**config.mk**
```make
export PLATFORM = sky130hd
export DESIGN_NAME = fpu_ex_ctrl
export DESIGN_NICKNAME = d
export VERILOG_FILES = /design/src/rtl/fpu_ex_ctrl.sv
export SDC_FILE = /design/constraint.sdc
export NUM_CORES = 1
export LEC_CHECK = 0
export ABC_AREA = 1
export CELL_PAD_IN_SITES_DETAIL_PLACEMENT = 0
export CELL_PAD_IN_SITES_GLOBAL_PLACEMENT = 1
export CORE_MARGIN = 5
export CORE_UTILIZATION = 41
export CTS_BUF_LIST = sky130_fd_sc_hd__clkbuf_16
export CTS_CLUSTER_SIZE = 10
export DETAILED_ROUTE_END_ITERATION = 7
export DONT_BUFFER_PORTS = 1
export MAX_ROUTING_LAYER = met4
export PLACE_DENSITY = 0.72
export SLEW_MARGIN = 15
export SYNTH_ARGS = -nofsm -noshare
export SYNTH_HDL_FRONTEND = slang
export SYNTH_SLANG_ARGS = --single-unit
```
**constraint.sdc**
```tcl
create_clock -name clk -period 4 [get_ports clk]
set_clock_uncertainty 0.15 [all_clocks]
set_input_delay 0.2 -clock clk [delete_from_list [all_inputs] [get_ports clk]]
set_output_delay 0.2 -clock clk [all_outputs]
set_load 0.02 [all_outputs]
```
**src/rtl/fpu_ex_ctrl.sv**
```systemverilog
// fpu_ex_ctrl: multi-cycle execute controller for the single-precision FPU.
// Accepts one FP instruction at a time, holds its operands/control stable on
// the combinational FPU inputs for an op-dependent latency, then registers the
// FPU result into a one-cycle writeback slot. Raises stall while busy.
//
// Ports:
//   clk, reset                  clock, synchronous active-high reset
//   in_valid / in_ready         decode handshake
//   in_dataA, in_dataB          source operands
//   in_fpuOp, in_func3,
//   in_Rs1_0, in_rd, in_toInt   op select, func3, unsigned-convert bit, dest, int-file dest
//   flush                       kill in-flight or incoming instruction
//   dataA, dataB, fpuOp,
//   func3, EX_Rs1_0             held values driving the FPU
//   fpuResult                   FPU output
//   stall                       in_valid & ~in_ready (combinational)
//   wb_valid, wb_data,
//   wb_rd, wb_toInt             writeback strobe and payload
module fpu_ex_ctrl #(
  parameter int unsigned width    = 32,
  parameter int unsigned LAT_ADD  = 3,
  parameter int unsigned LAT_MUL  = 3,
  parameter int unsigned LAT_DIV  = 12,
  parameter int unsigned LAT_SQRT = 14,
  parameter int unsigned LAT_MISC = 1
) (
  input  logic             clk,
  input  logic             reset,
  input  logic             in_valid,
  output logic             in_ready,
  input  logic [width-1:0] in_dataA,
  input  logic [width-1:0] in_dataB,
  input  logic [3:0]       in_fpuOp,
  input  logic [2:0]       in_func3,
  input  logic             in_Rs1_0,
  input  logic [4:0]       in_rd,
  input  logic             in_toInt,
  input  logic             flush,
  output logic [width-1:0] dataA,
  output logic [width-1:0] dataB,
  output logic [3:0]       fpuOp,
  output logic [2:0]       func3,
  output logic             EX_Rs1_0,
  input  logic [width-1:0] fpuResult,
  output logic             stall,
  output logic             wb_valid,
  output logic [width-1:0] wb_data,
  output logic [4:0]       wb_rd,
  output logic             wb_toInt
);

  localparam int unsigned MAX_AM  = (LAT_ADD > LAT_MUL) ? LAT_ADD : LAT_MUL;
  localparam int unsigned MAX_DS  = (LAT_DIV > LAT_SQRT) ? LAT_DIV : LAT_SQRT;
  localparam int unsigned MAX_4   = (MAX_AM > MAX_DS) ? MAX_AM : MAX_DS;
  localparam int unsigned LAT_MAX = (MAX_4 > LAT_MISC) ? MAX_4 : LAT_MISC;
  localparam int unsigned CNT_W   = $clog2(LAT_MAX) + 1;

  typedef enum logic [1:0] {IDLE, BUSY, DONE} state_t;

  state_t             state, state_nxt;
  logic [CNT_W-1:0]   cnt, cnt_nxt;
  logic               accept_c;
  logic               capture_c;
  logic [4:0]         rd_q;
  logic               to_int_q;
  logic               undef_op_c;

  // Latency minus one for the counter preload
  function automatic logic [CNT_W-1:0] lat_m1(input logic [3:0] op);
    case (op)
      4'b0000, 4'b0001: return CNT_W'(LAT_ADD - 1);
      4'b0010:          return CNT_W'(LAT_MUL - 1);
      4'b0011:          return CNT_W'(LAT_DIV - 1);
      4'b0110:          return CNT_W'(LAT_SQRT - 1);
      default:          return CNT_W'(LAT_MISC - 1);
    endcase
  endfunction

  assign accept_c   = in_valid & in_ready & ~flush;
  assign stall      = in_valid & ~in_ready;
  // Codes 1010..1111 have no FPU function; their result is forced to zero
  assign undef_op_c = fpuOp[3] & (fpuOp[2] | fpuOp[1]);

  // Next-state and counter logic
  always_comb begin
    state_nxt = state;
    cnt_nxt   = cnt;
    capture_c = 1'b0;
    case (state)
      IDLE: begin
        if (accept_c) begin
          state_nxt = BUSY;
          cnt_nxt   = lat_m1(in_fpuOp);
        end
      end
      BUSY: begin
        // Flush wins over completion on the final busy cycle
        if (flush) begin
          state_nxt = IDLE;
        end else if (cnt == '0) begin
          capture_c = 1'b1;
          state_nxt = DONE;
        end else begin
          cnt_nxt = cnt - CNT_W'(1);
        end
      end
      DONE: begin
        if (accept_c) begin
          state_nxt = BUSY;
          cnt_nxt   = lat_m1(in_fpuOp);
        end else begin
          state_nxt = IDLE;
        end
      end
      default: state_nxt = IDLE;
    endcase
  end

  // State, holding and writeback registers
  always_ff @(posedge clk) begin
    if (reset) begin
      state    <= IDLE;
      cnt      <= '0;
      in_ready <= 1'b1;
      dataA    <= '0;
      dataB    <= '0;
      fpuOp    <= '0;
      func3    <= '0;
      EX_Rs1_0 <= 1'b0;
      rd_q     <= '0;
      to_int_q <= 1'b0;
      wb_valid <= 1'b0;
      wb_data  <= '0;
      wb_rd    <= '0;
      wb_toInt <= 1'b0;
    end else begin
      state    <= state_nxt;
      cnt      <= cnt_nxt;
      in_ready <= (state_nxt != BUSY);
      wb_valid <= capture_c;
      if (accept_c) begin
        dataA    <= in_dataA;
        dataB    <= in_dataB;
        fpuOp    <= in_fpuOp;
        func3    <= in_func3;
        EX_Rs1_0 <= in_Rs1_0;
        rd_q     <= in_rd;
        to_int_q <= in_toInt;
      end
      if (capture_c) begin
        wb_data  <= undef_op_c ? '0 : fpuResult;
        wb_rd    <= rd_q;
        wb_toInt <= to_int_q;
      end
    end
  end

endmodule

```
==> impl_metrics.prom, run 1 <==
# TYPE chip_impl_metric gauge
chip_impl_metric{name="worst-slew-pin-transition",unit="ns"} 0.856
chip_impl_info{name="timing.critical_path.to_type",value="flop"} 1
chip_impl_metric{name="maxCapViolations",unit=""} 0
chip_impl_metric{name="dr.pass1.iters",unit=""} 4
chip_impl_metric{name="timing.final.max_slew_violations",unit=""} 0
chip_impl_info{name="clk_root_buffer_cell",value="sky130_fd_sc_hd__clkbuf_16"} 1
chip_impl_metric{name="finish.utilization",unit=""} 0.587
chip_impl_metric{name="globalRouteOverflowTotal",unit=""} 0
chip_impl_info{name="worst_hold_path_type",value="input port to flop"} 1
chip_impl_metric{name="synthesis.instances",unit=""} 579
chip_impl_info{name="run_status",value="finished, final reports clean"} 1
chip_impl_metric{name="finalPower",unit="uW"} 3060
chip_impl_metric{name="final_critical_path_setup_slack",unit="ns"} 1.48
chip_impl_metric{name="post_synth_num_cell_types",unit=""} 24
chip_impl_metric{name="boundaryPins",unit=""} 227
chip_impl_metric{name="finalCritPeriodShare",unit=""} 0.630
chip_impl_metric{name="wire_per_inst",unit="um"} 16.1
chip_impl_metric{name="die_w",unit="um"} 116
chip_impl_metric{name="holdBufCountCts",unit=""} 130
chip_impl_info{name="grt-busiest-layer",value="met2"} 1
chip_impl_metric{name="drtAntennaViolNets",unit=""} 0
chip_impl_metric{name="cts_resized",unit=""} 0
chip_impl_metric{name="dp_worst_setup_slack",unit="ns"} 1.54
chip_impl_info{name="cell_chain_of_the_critical_path",value="nand3_4 -> o21ai_0 -> nor2_1 -> dlygate4sd3_1"} 1
chip_impl_metric{name="synth_top_area_frac",unit=""} 0.540
chip_impl_metric{name="synthesis.nets",unit=""} 695
chip_impl_metric{name="timing.final.crit_period",unit="ns"} 2.52
chip_impl_metric{name="timing.critical_path.arrival",unit="ns"} 2.65
chip_impl_metric{name="floorplan_die_area",unit="mm^2"} 0.0135
chip_impl_info{name="crit_slowest_cell",value="sky130_fd_sc_hd__nand3_4"} 1
chip_impl_metric{name="max_stage_delay",unit="ns"} 0.57
chip_impl_metric{name="finalNetCount",unit=""} 807
chip_impl_metric{name="cts_setup_buffers",unit=""} 0
chip_impl_metric{name="synth_area_per_cell",unit="um^2"} 8.01
chip_impl_metric{name="floorplan.rows",unit=""} 38
chip_impl_metric{name="worst_vdd_rail_ir_drop",unit="mV"} 0.269
chip_impl_metric{name="grt_first_pass_wirelength",unit="um"} 21400
chip_impl_metric{name="syn-cell-area",unit="mm^2"} 0.00464
chip_impl_metric{name="use_met2",unit=""} 0.339
chip_impl_metric{name="number_of_global_route_vias_before_repair",unit=""} 4262
chip_impl_metric{name="clkSlewWorstSetupHoldPaths",unit="ns"} 0.05
chip_impl_metric{name="max_slew_margin",unit=""} 0.429
chip_impl_info{name="synth.largest_area_cell",value="sky130_fd_sc_hd__dfxtp_1"} 1
chip_impl_metric{name="die_height",unit="um"} 116
chip_impl_metric{name="floorplan.initialDensity",unit=""} 0.422
chip_impl_metric{name="htree_num_levels",unit=""} 4
chip_impl_metric{name="met1_usage",unit=""} 0.234
chip_impl_metric{name="layout-area-overhead-vs-synth",unit="%"} 39.0
chip_impl_metric{name="gr-usage-all-layers",unit=""} 0.208
chip_impl_metric{name="worstPathMaxFanout",unit=""} 75
chip_impl_info{name="grt_setup_unrepaired",value="no"} 1
chip_impl_metric{name="totalWireLength",unit="um"} 13500
chip_impl_metric{name="ys_ff_latch",unit=""} 125
chip_impl_metric{name="detail_route.iter0.violations",unit=""} 261
chip_impl_metric{name="port-buffer-count",unit=""} 0
chip_impl_metric{name="setup-violations-final",unit=""} 0
chip_impl_metric{name="fmax",unit="GHz"} 0.397
chip_impl_metric{name="cp.required",unit="ns"} 4.13
chip_impl_metric{name="core-area",unit="mm^2"} 0.0110
chip_impl_metric{name="timing.setup.tns",unit="ns"} 0
chip_impl_metric{name="synth_warnings",unit=""} 0
chip_impl_info{name="critical_path.startpoint_type",value="flop"} 1
chip_impl_metric{name="total_power_per_unit_cell_area",unit="mW/mm^2"} 474
chip_impl_metric{name="antenna_cells",unit=""} 0
chip_impl_info{name="critical_path_class",value="flop to flop"} 1
chip_impl_metric{name="grt_antenna_before_repair",unit=""} 0
chip_impl_metric{name="post-dp-hpwl",unit="um"} 8420
chip_impl_metric{name="place_congestion",unit=""} 0.784
chip_impl_metric{name="clock_insertion_delay_worst_skew",unit="ns"} 0.41
chip_impl_metric{name="clock_path_buffers",unit=""} 2
chip_impl_metric{name="pin_count_of_the_biggest_net_entering_global_routing",unit=""} 76
chip_impl_info{name="biggest_area_contributors_in_the_synthesized_netlist",value="sky130_fd_sc_hd__dfxtp_1 54%, sky130_fd_sc_hd__nor2_1 15%, sky130_fd_sc_hd__o21ai_0 10%"} 1
chip_impl_metric{name="cts_num_sinks",unit=""} 125
chip_impl_metric{name="synth-seq-area-share",unit=""} 0.540
chip_impl_metric{name="drcViolationCount",unit=""} 0
chip_impl_metric{name="via_density_per_instance",unit=""} 5.02
chip_impl_metric{name="leakage_power",unit="uW"} 0.00269
chip_impl_metric{name="final_hold_violations",unit=""} 0
chip_impl_metric{name="grt_met3_usage",unit=""} 0.0782
chip_impl_metric{name="detailroute.via_count",unit=""} 4218
chip_impl_metric{name="cts-buffers-inserted",unit=""} 17
chip_impl_metric{name="post_route_cells_drive_above_1_share",unit=""} 0.0829
chip_impl_info{name="tritoncts_clock_tree",value="built"} 1
-- stage by stage --
| stage | std cells | instance area [um^2] | hold slack [ns] |
|---|---|---|---|
| 4_1_cts | 840 | 6430 | 0.0527 |
| 3_3_place_gp | 682 | 4640 | 0.205 |
| 2_1_floorplan | 579 | 4640 | 0.198 |
| 3_5_place_dp | 682 | 4640 | 0.209 |
| 5_1_grt | 840 | 6440 | 0.0909 |
| 6_report | 840 | 6440 | 0.0559 |
-- layout make-up --
| cell class | instances | area, um^2 |
|---|---|---|
| Clock inverter | 11 | 67.6 |
| Timing Repair Buffer | 133 | 1320 |
| Tap cell | 140 | 175 |
| Clock buffer | 17 | 425 |
| Fill cell | 994 | 4540 |
| Sequential cell | 125 | 2500 |
| Multi-Input combinational cell | 398 | 1890 |
| Inverter | 16 | 62.6 |
-- flip-flops by register name (all words and copies together), names as in the netlist, 2 cells and up --
name     count
func3        3
fpuOp        4
dataB       32
cnt          5
state        2
dataA       32
wb_rd        5
rd_q         5
wb_data     32
-- cell usage after synthesis --
cell type	count
sky130_fd_sc_hd__nor3_1	1
sky130_fd_sc_hd__nand2_4	1
sky130_fd_sc_hd__nor2_4	1
sky130_fd_sc_hd__o21ai_0	95
sky130_fd_sc_hd__buf_1	3
sky130_fd_sc_hd__buf_2	14
sky130_fd_sc_hd__inv_1	15
sky130_fd_sc_hd__clkbuf_2	4
sky130_fd_sc_hd__nor2_1	181
sky130_fd_sc_hd__nand3_1	35
sky130_fd_sc_hd__nand3_2	1
sky130_fd_sc_hd__dfxtp_1	125
sky130_fd_sc_hd__xnor2_1	1
sky130_fd_sc_hd__ha_1	2
sky130_fd_sc_hd__o21ai_2	28
sky130_fd_sc_hd__clkbuf_1	12
sky130_fd_sc_hd__a21oi_1	6
sky130_fd_sc_hd__buf_4	2
sky130_fd_sc_hd__nand2_2	1
sky130_fd_sc_hd__buf_6	5
sky130_fd_sc_hd__nor3b_1	1
sky130_fd_sc_hd__nand2_1	43
sky130_fd_sc_hd__clkinv_2	1
sky130_fd_sc_hd__o21ai_1	1
-- final timing paths --
path,startpoint,end,slack (ns),cells after the start
worst max-delay path,in_ready,dataA[24],1.48,4
worst min-delay path,flush,cnt[4],0.06,4
worst max register to register,in_ready,dataA[24],1.48,4
worst min register to register,rd_q[3],wb_rd[3],0.36,2
-- logic make-up (layout without fill, tap and decap cells) --
kind of cell / after synthesis / after routing / share of synthesized area
DFF: 125 / 125 / 0.540
and+or+nand+nor: 265 / 265 / 0.230
buffers and inverters: 56 / 177 / 0.0602
adders and majority gates: 2 / 2 / 0.00539
AOI/OAI and AO/OA: 130 / 130 / 0.163
xor gates and xnor gates: 1 / 1 / 0.00189
-- report_power, final --
| part | internal, uW | total [uW] | switching (uW) |
|---|---|---|---|
| Combinational | 154 | 308 | 153 |
| Clock | 814 | 1300 | 490 |
| Sequential | 1320 | 1450 | 128 |
| Total | 2290 | 3060 | 771 |
-- layout by cell type, fill, tap and decap left out, drive strengths merged --
master / n
dlygate4sd3: 130
nor2: 182
ha: 2
buf: 3
inv: 19
bufinv: 1
o21ai: 124
xnor2: 1
nor3: 1
clkinv: 7
clkbuf: 17
a21oi: 6
nand2: 45
nor3b: 1
dfxtp: 125
nand3: 36
-- critical path, delay by kind of cell (launching register included) --
family	cells	cell delay, ns
DFF	1	0.52
buffers and inverters	1	0.57
AOI/OAI and AO/OA	1	0.47
and+or+nand+nor	2	0.66
-- layer usage --
| layer | wire length, um | share of wire | vias to the layer above |
|---|---|---|---|
| met3 | 1150 | 0.085 | 17 |
| met5 | 0 | 0 | - |
| met4 | 195 | 0.014 | 0 |
| met1 | 5430 | 0.40 | 1946 |
| met2 | 6740 | 0.50 | 163 |
| li1 | - | - | 2092 |
(Power assumes the default switching activity.)
==> run 2: changes to the inputs <==
--- a/config.mk
+++ b/config.mk
@@ -5,7 +5,7 @@
 export SDC_FILE = /design/constraint.sdc
 export NUM_CORES = 1
 export LEC_CHECK = 0
-export ABC_AREA = 1
+export ABC_AREA = 0
 export CELL_PAD_IN_SITES_DETAIL_PLACEMENT = 0
 export CELL_PAD_IN_SITES_GLOBAL_PLACEMENT = 1
 export CORE_MARGIN = 5
@@ -15,7 +15,7 @@
 export DETAILED_ROUTE_END_ITERATION = 7
 export DONT_BUFFER_PORTS = 1
 export MAX_ROUTING_LAYER = met4
-export PLACE_DENSITY = 0.72
+export PLACE_DENSITY = 0.71
 export SLEW_MARGIN = 15
 export SYNTH_ARGS = -nofsm -noshare
 export SYNTH_HDL_FRONTEND = slang
==> constraint.sdc (replaced) <==
create_clock -name clk -period 2.45 [get_ports clk]
set_clock_uncertainty 0.15 [all_clocks]
set_input_delay 0.1225 -clock clk [delete_from_list [all_inputs] [get_ports clk]]
set_output_delay 0.1225 -clock clk [all_outputs]
set_load 0.02 [all_outputs]
==> impl_metrics.prom, run 2 <==
# TYPE chip_impl_metric gauge
chip_impl_metric{name="proportion_of_synthesized_area_in_mux_cells",unit=""} 0.0164
chip_impl_metric{name="die_height",unit="um"} 113
chip_impl_metric{name="synth_simple_gate_area_share",unit=""} 0.186
chip_impl_metric{name="synth_compound_gate_area_share",unit=""} 0.176
chip_impl_metric{name="cts-buffers-inserted",unit=""} 17
chip_impl_metric{name="floorplan.initialDensity",unit=""} 0.421
chip_impl_metric{name="synth_async_sr_flop_share",unit=""} 0
chip_impl_info{name="most_used_standard_cell_by_instance_count_after_synthesis",value="sky130_fd_sc_hd__nand2_1"} 1
chip_impl_metric{name="post_synth_num_cell_types",unit=""} 37
chip_impl_metric{name="dp_worst_setup_slack",unit="ns"} 0.415
chip_impl_metric{name="cts_setup_buffers",unit=""} 0
chip_impl_info{name="run_status",value="did not finish"} 1
chip_impl_info{name="run.stop_error",value="[ERROR RSZ-0060] Max buffer count reached."} 1
chip_impl_metric{name="synth_enable_flop_cells",unit=""} 0
chip_impl_metric{name="die_w",unit="um"} 113
chip_impl_metric{name="synth_area_per_cell",unit="um^2"} 9.01
chip_impl_metric{name="post-dp-hpwl",unit="um"} 7300
chip_impl_info{name="stop_stage",value="clock tree synthesis"} 1
chip_impl_metric{name="holdBufCountCts",unit=""} 124
chip_impl_metric{name="floorplan.rows",unit=""} 37
chip_impl_metric{name="synth_warnings",unit=""} 0
chip_impl_info{name="synth.largest_area_cell",value="sky130_fd_sc_hd__dfxtp_1"} 1
chip_impl_info{name="dominantRegCellSynth",value="sky130_fd_sc_hd__dfxtp_1"} 1
chip_impl_info{name="biggest_area_contributors_in_the_synthesized_netlist",value="sky130_fd_sc_hd__dfxtp_1 58%, sky130_fd_sc_hd__nand2_1 14%, sky130_fd_sc_hd__a21oi_1 9.3%"} 1
chip_impl_metric{name="htree_num_levels",unit=""} 4
chip_impl_info{name="clk_root_buffer_cell",value="sky130_fd_sc_hd__clkbuf_16"} 1
chip_impl_info{name="yosys-top-cells-count",value="157 x sky130_fd_sc_hd__nand2_1, 125 x sky130_fd_sc_hd__dfxtp_1, 81 x sky130_fd_sc_hd__a21oi_1"} 1
chip_impl_metric{name="synth_top_area_frac",unit=""} 0.575
chip_impl_metric{name="ys_ff_latch",unit=""} 125
chip_impl_metric{name="synthesis.instances",unit=""} 483
chip_impl_metric{name="place_congestion",unit=""} 0.752
chip_impl_metric{name="synthesis.nets",unit=""} 599
chip_impl_metric{name="clock_path_buffers",unit=""} 2
chip_impl_metric{name="cts_resized",unit=""} 0
chip_impl_metric{name="synth-xor-area-share",unit=""} 0.00201
chip_impl_metric{name="port-buffer-count",unit=""} 0
chip_impl_metric{name="boundaryPins",unit=""} 227
chip_impl_info{name="synth_top_family_by_area",value="simple AND/OR/NAND/NOR gates"} 1
chip_impl_metric{name="synth-seq-area-share",unit=""} 0.575
chip_impl_metric{name="syn-cell-area",unit="mm^2"} 0.00435
chip_impl_metric{name="cts_num_sinks",unit=""} 125
chip_impl_metric{name="synth_fa_ha_area_frac",unit=""} 0.00575
run 2: cells by family after synthesis:
family | after synthesis
xor+xnor | 1
simple gates | 188
flops | 125
fa+ha+maj | 2
buf+inv | 37
mux | 7
compound gates | 123
run 2: stage by stage:
step	area [um^2]	std cells	hold slack [ns]
after floorplan	4350	483	0.0982
after global placement	4430	591	0.0538
after detailed placement	4430	591	0.0542
==> run 3: changes to the inputs <==
==> config.mk (replaced) <==
export PLATFORM = sky130hd
export DESIGN_NAME = fpu_ex_ctrl
export DESIGN_NICKNAME = d
export VERILOG_FILES = /design/src/rtl/fpu_ex_ctrl.sv
export SDC_FILE = /design/constraint.sdc
export NUM_CORES = 1
export LEC_CHECK = 0
export ABC_AREA = 0
export CORE_MARGIN = 5
export CORE_UTILIZATION = 26
export DETAILED_ROUTE_END_ITERATION = 7
export DONT_BUFFER_PORTS = 1
export PLACE_DENSITY_LB_ADDON = 0.15
export SLEW_MARGIN = 15
export SYNTH_ARGS = -nofsm -noshare
export SYNTH_HDL_FRONTEND = slang
export SYNTH_SLANG_ARGS = --single-unit
==> impl_metrics.prom, run 3 <==
# TYPE chip_impl_metric gauge
chip_impl_metric{name="ys_ff_latch",unit=""} 125
chip_impl_info{name="yosys-top-cells-count",value="157 x sky130_fd_sc_hd__nand2_1, 125 x sky130_fd_sc_hd__dfxtp_1, 81 x sky130_fd_sc_hd__a21oi_1"} 1
chip_impl_metric{name="finalPower",unit="uW"} 5600
chip_impl_info{name="synth.largest_area_cell",value="sky130_fd_sc_hd__dfxtp_1"} 1
chip_impl_metric{name="grt_antenna_before_repair",unit=""} 0
chip_impl_metric{name="boundaryPins",unit=""} 227
chip_impl_metric{name="detail_route.iter0.violations",unit=""} 152
chip_impl_metric{name="cp.required",unit="ns"} 2.65
chip_impl_metric{name="maxCapViolations",unit=""} 0
chip_impl_metric{name="grt_first_pass_wirelength",unit="um"} 21500
chip_impl_info{name="critical_path_class",value="flop to flop"} 1
chip_impl_info{name="run_status",value="finished, final reports clean"} 1
chip_impl_info{name="biggest_area_contributors_in_the_synthesized_netlist",value="sky130_fd_sc_hd__dfxtp_1 58%, sky130_fd_sc_hd__nand2_1 14%, sky130_fd_sc_hd__a21oi_1 9.3%"} 1
chip_impl_metric{name="die_height",unit="um"} 139
chip_impl_metric{name="post_synth_num_cell_types",unit=""} 37
chip_impl_metric{name="syn-cell-area",unit="mm^2"} 0.00435
chip_impl_info{name="worst_hold_path_type",value="input port to flop"} 1
chip_impl_metric{name="final_hold_violations",unit=""} 0
chip_impl_metric{name="dr.pass1.iters",unit=""} 4
chip_impl_metric{name="synth_area_per_cell",unit="um^2"} 9.01
chip_impl_metric{name="synthesis.nets",unit=""} 599
chip_impl_metric{name="synth_top_area_frac",unit=""} 0.575
chip_impl_metric{name="floorplan.initialDensity",unit=""} 0.263
chip_impl_info{name="final_cell_mix",value="157 x sky130_fd_sc_hd__nand2_1, 125 x sky130_fd_sc_hd__dfxtp_1, 121 x sky130_fd_sc_hd__dlygate4sd3_1, 80 x sky130_fd_sc_hd__a21oi_1, 32 x sky130_fd_sc_hd__a22o_1"} 1
chip_impl_metric{name="core-area",unit="mm^2"} 0.0165
chip_impl_metric{name="detailroute.via_count",unit=""} 3806
chip_impl_metric{name="pin_count_of_the_biggest_net_entering_global_routing",unit=""} 95
chip_impl_metric{name="fmax",unit="GHz"} 0.430
chip_impl_info{name="timing.critical_path.to_type",value="flop"} 1
chip_impl_metric{name="clock_insertion_delay_worst_skew",unit="ns"} 0.40
chip_impl_metric{name="finish.cell_count_without_fillers",unit=""} 833
chip_impl_metric{name="wire_per_inst",unit="um"} 16.2
chip_impl_metric{name="synth-seq-area-share",unit=""} 0.575
chip_impl_metric{name="total_power_per_unit_cell_area",unit="mW/mm^2"} 862
chip_impl_metric{name="port-buffer-count",unit=""} 0
chip_impl_metric{name="worstPathMaxFanout",unit=""} 5
chip_impl_metric{name="drtAntennaViolNets",unit=""} 0
chip_impl_metric{name="totalWireLength",unit="um"} 13500
chip_impl_info{name="most_used_standard_cell_by_instance_count_after_synthesis",value="sky130_fd_sc_hd__nand2_1"} 1
chip_impl_info{name="critical_path.startpoint_type",value="flop"} 1
chip_impl_metric{name="synth_async_sr_flop_share",unit=""} 0
chip_impl_metric{name="max_slew_margin",unit=""} 0.572
chip_impl_info{name="dominantRegCellSynth",value="sky130_fd_sc_hd__dfxtp_1"} 1
chip_impl_metric{name="finalNetCount",unit=""} 716
chip_impl_metric{name="synthesis.instances",unit=""} 483
chip_impl_info{name="mostFrequentLayoutCell",value="sky130_fd_sc_hd__nand2_1"} 1
chip_impl_metric{name="post-dp-hpwl",unit="um"} 8230
chip_impl_metric{name="number_of_global_route_vias_before_repair",unit=""} 3909
chip_impl_metric{name="setup-violations-final",unit=""} 0
chip_impl_metric{name="antenna_cells",unit=""} 0
chip_impl_info{name="tritoncts_clock_tree",value="built"} 1
chip_impl_metric{name="cts-buffers-inserted",unit=""} 17
chip_impl_metric{name="post-place-cells",unit=""} 676
chip_impl_metric{name="synth_warnings",unit=""} 0
chip_impl_metric{name="worst-slew-pin-transition",unit="ns"} 0.641
chip_impl_metric{name="timing.final.max_slew_violations",unit=""} 0
chip_impl_metric{name="floorplan_die_area",unit="mm^2"} 0.0194
chip_impl_metric{name="gr-usage-all-layers",unit=""} 0.138
chip_impl_metric{name="worst_vdd_rail_ir_drop",unit="mV"} 0.492
chip_impl_metric{name="floorplan.rows",unit=""} 47
chip_impl_metric{name="clock_path_buffers",unit=""} 2
chip_impl_metric{name="clkSlewWorstSetupHoldPaths",unit="ns"} 0.06
chip_impl_metric{name="finalCritPeriodShare",unit=""} 0.949
chip_impl_metric{name="htree_num_levels",unit=""} 4
chip_impl_metric{name="leakage_power",unit="uW"} 0.00249
chip_impl_metric{name="layout-area-overhead-vs-synth",unit="%"} 49.1
chip_impl_metric{name="die_w",unit="um"} 139
chip_impl_metric{name="drcViolationCount",unit=""} 0
chip_impl_metric{name="timing.critical_path.arrival",unit="ns"} 2.52
chip_impl_metric{name="post_route_cells_drive_above_1_share",unit=""} 0.0848
chip_impl_metric{name="via_density_per_instance",unit=""} 4.57
chip_impl_metric{name="place_congestion",unit=""} 0.701
chip_impl_info{name="largestRegisters",value="dataA (32), dataB (32), wb_data (32)"} 1
chip_impl_metric{name="globalRouteOverflowTotal",unit=""} 0
chip_impl_metric{name="synth_enable_flop_cells",unit=""} 0
chip_impl_info{name="clk_root_buffer_cell",value="sky130_fd_sc_hd__clkbuf_16"} 1
chip_impl_metric{name="cts_num_sinks",unit=""} 125
chip_impl_metric{name="timing.final.crit_period",unit="ns"} 2.32
## run 3: cell counts after synthesis
Identical to the previous run, type by type.
## run 3: repair_timing
action                                  CTS  global route
endpoints found under the setup margin    0             1
hold endpoints to repair                125             2
hold buffers                            121             1
gates resized for setup                   0             0
buffers inserted                          0             3
## run 3: cell type report
| type | instances | area, um^2 |
|---|---|---|
| inverter | 3 | 11.3 |
| clock inverter | 9 | 205 |
| multi-input combinational | 321 | 1690 |
| tap | 220 | 275 |
| timing repair buffer | 132 | 1310 |
| sequential | 125 | 2500 |
| clock buffer | 23 | 488 |
| fill | 1603 | 10000 |
## run 3: path summary, 6_finish.rpt
kind	from	to	slack [ns]	cells past startpoint
worst max-delay path	cnt[0]	cnt[2]	0.13	7
worst min-delay path	in_fpuOp[1]	cnt[3]	0.03	4
worst max register to register	cnt[0]	cnt[2]	0.13	7
worst min register to register	rd_q[2]	rd_q[2]	0.31	2
## run 3: cell families after synthesis
family | share of synthesized area
AOI/OAI and AO/OA | 0.176
buffers and inverters | 0.0385
muxes | 0.0164
adders and majority gates | 0.00575
xor gates and xnor gates | 0.00201
and+or+nand+nor | 0.186
DFF | 0.575
## run 3: routing by layer
| metal | global-route usage | share of wire | vias up | wire length (um) |
|---|---|---|---|---|
| met1 | 0.148 | 0.38 | 1791 | 5070 |
| met4 | 0.0458 | 0.015 | 0 | 206 |
| met2 | 0.239 | 0.51 | 153 | 6900 |
| met3 | 0.0652 | 0.096 | 12 | 1300 |
| met5 | 0 | 0 | - | 0 |
| li1 | - | - | 1850 | - |
## run 3: stage by stage
stage | worst slack (ns) | instance area, um^2 | TNS [ns] | hold WS (ns) | utilization
floorplan | 0.579 | 4350 | 0 | 0.0982 | -
global placement | 0.416 | 4530 | 0 | 0.0564 | 0.274
detailed placement | 0.359 | 4530 | 0 | 0.0613 | 0.274
CTS | 0.0434 | 6450 | 0 | 0.00241 | 0.391
global route | -0.0153 | 6490 | -0.0153 | 0.0612 | 0.393
finish | 0.126 | 6490 | 0 | 0.0330 | 0.393
## run 3: report_power, final
part           switching [uW]  internal [uW]  leakage [uW]
logic                     192            221       0.00114
registers                 144           2110       0.00102
clock network             901           2020      0.000334
## run 3: critical path: stages, from the launching register on
cell and delay (ns):
sky130_fd_sc_hd__dfxtp_1 0.32, sky130_fd_sc_hd__inv_1 0.11, sky130_fd_sc_hd__ha_1 0.18, sky130_fd_sc_hd__or4b_4 0.48, sky130_fd_sc_hd__a21oi_4 0.21, sky130_fd_sc_hd__o21ai_0 0.11
sky130_fd_sc_hd__a21oi_1 0.15, sky130_fd_sc_hd__dlygate4sd3_1 0.55
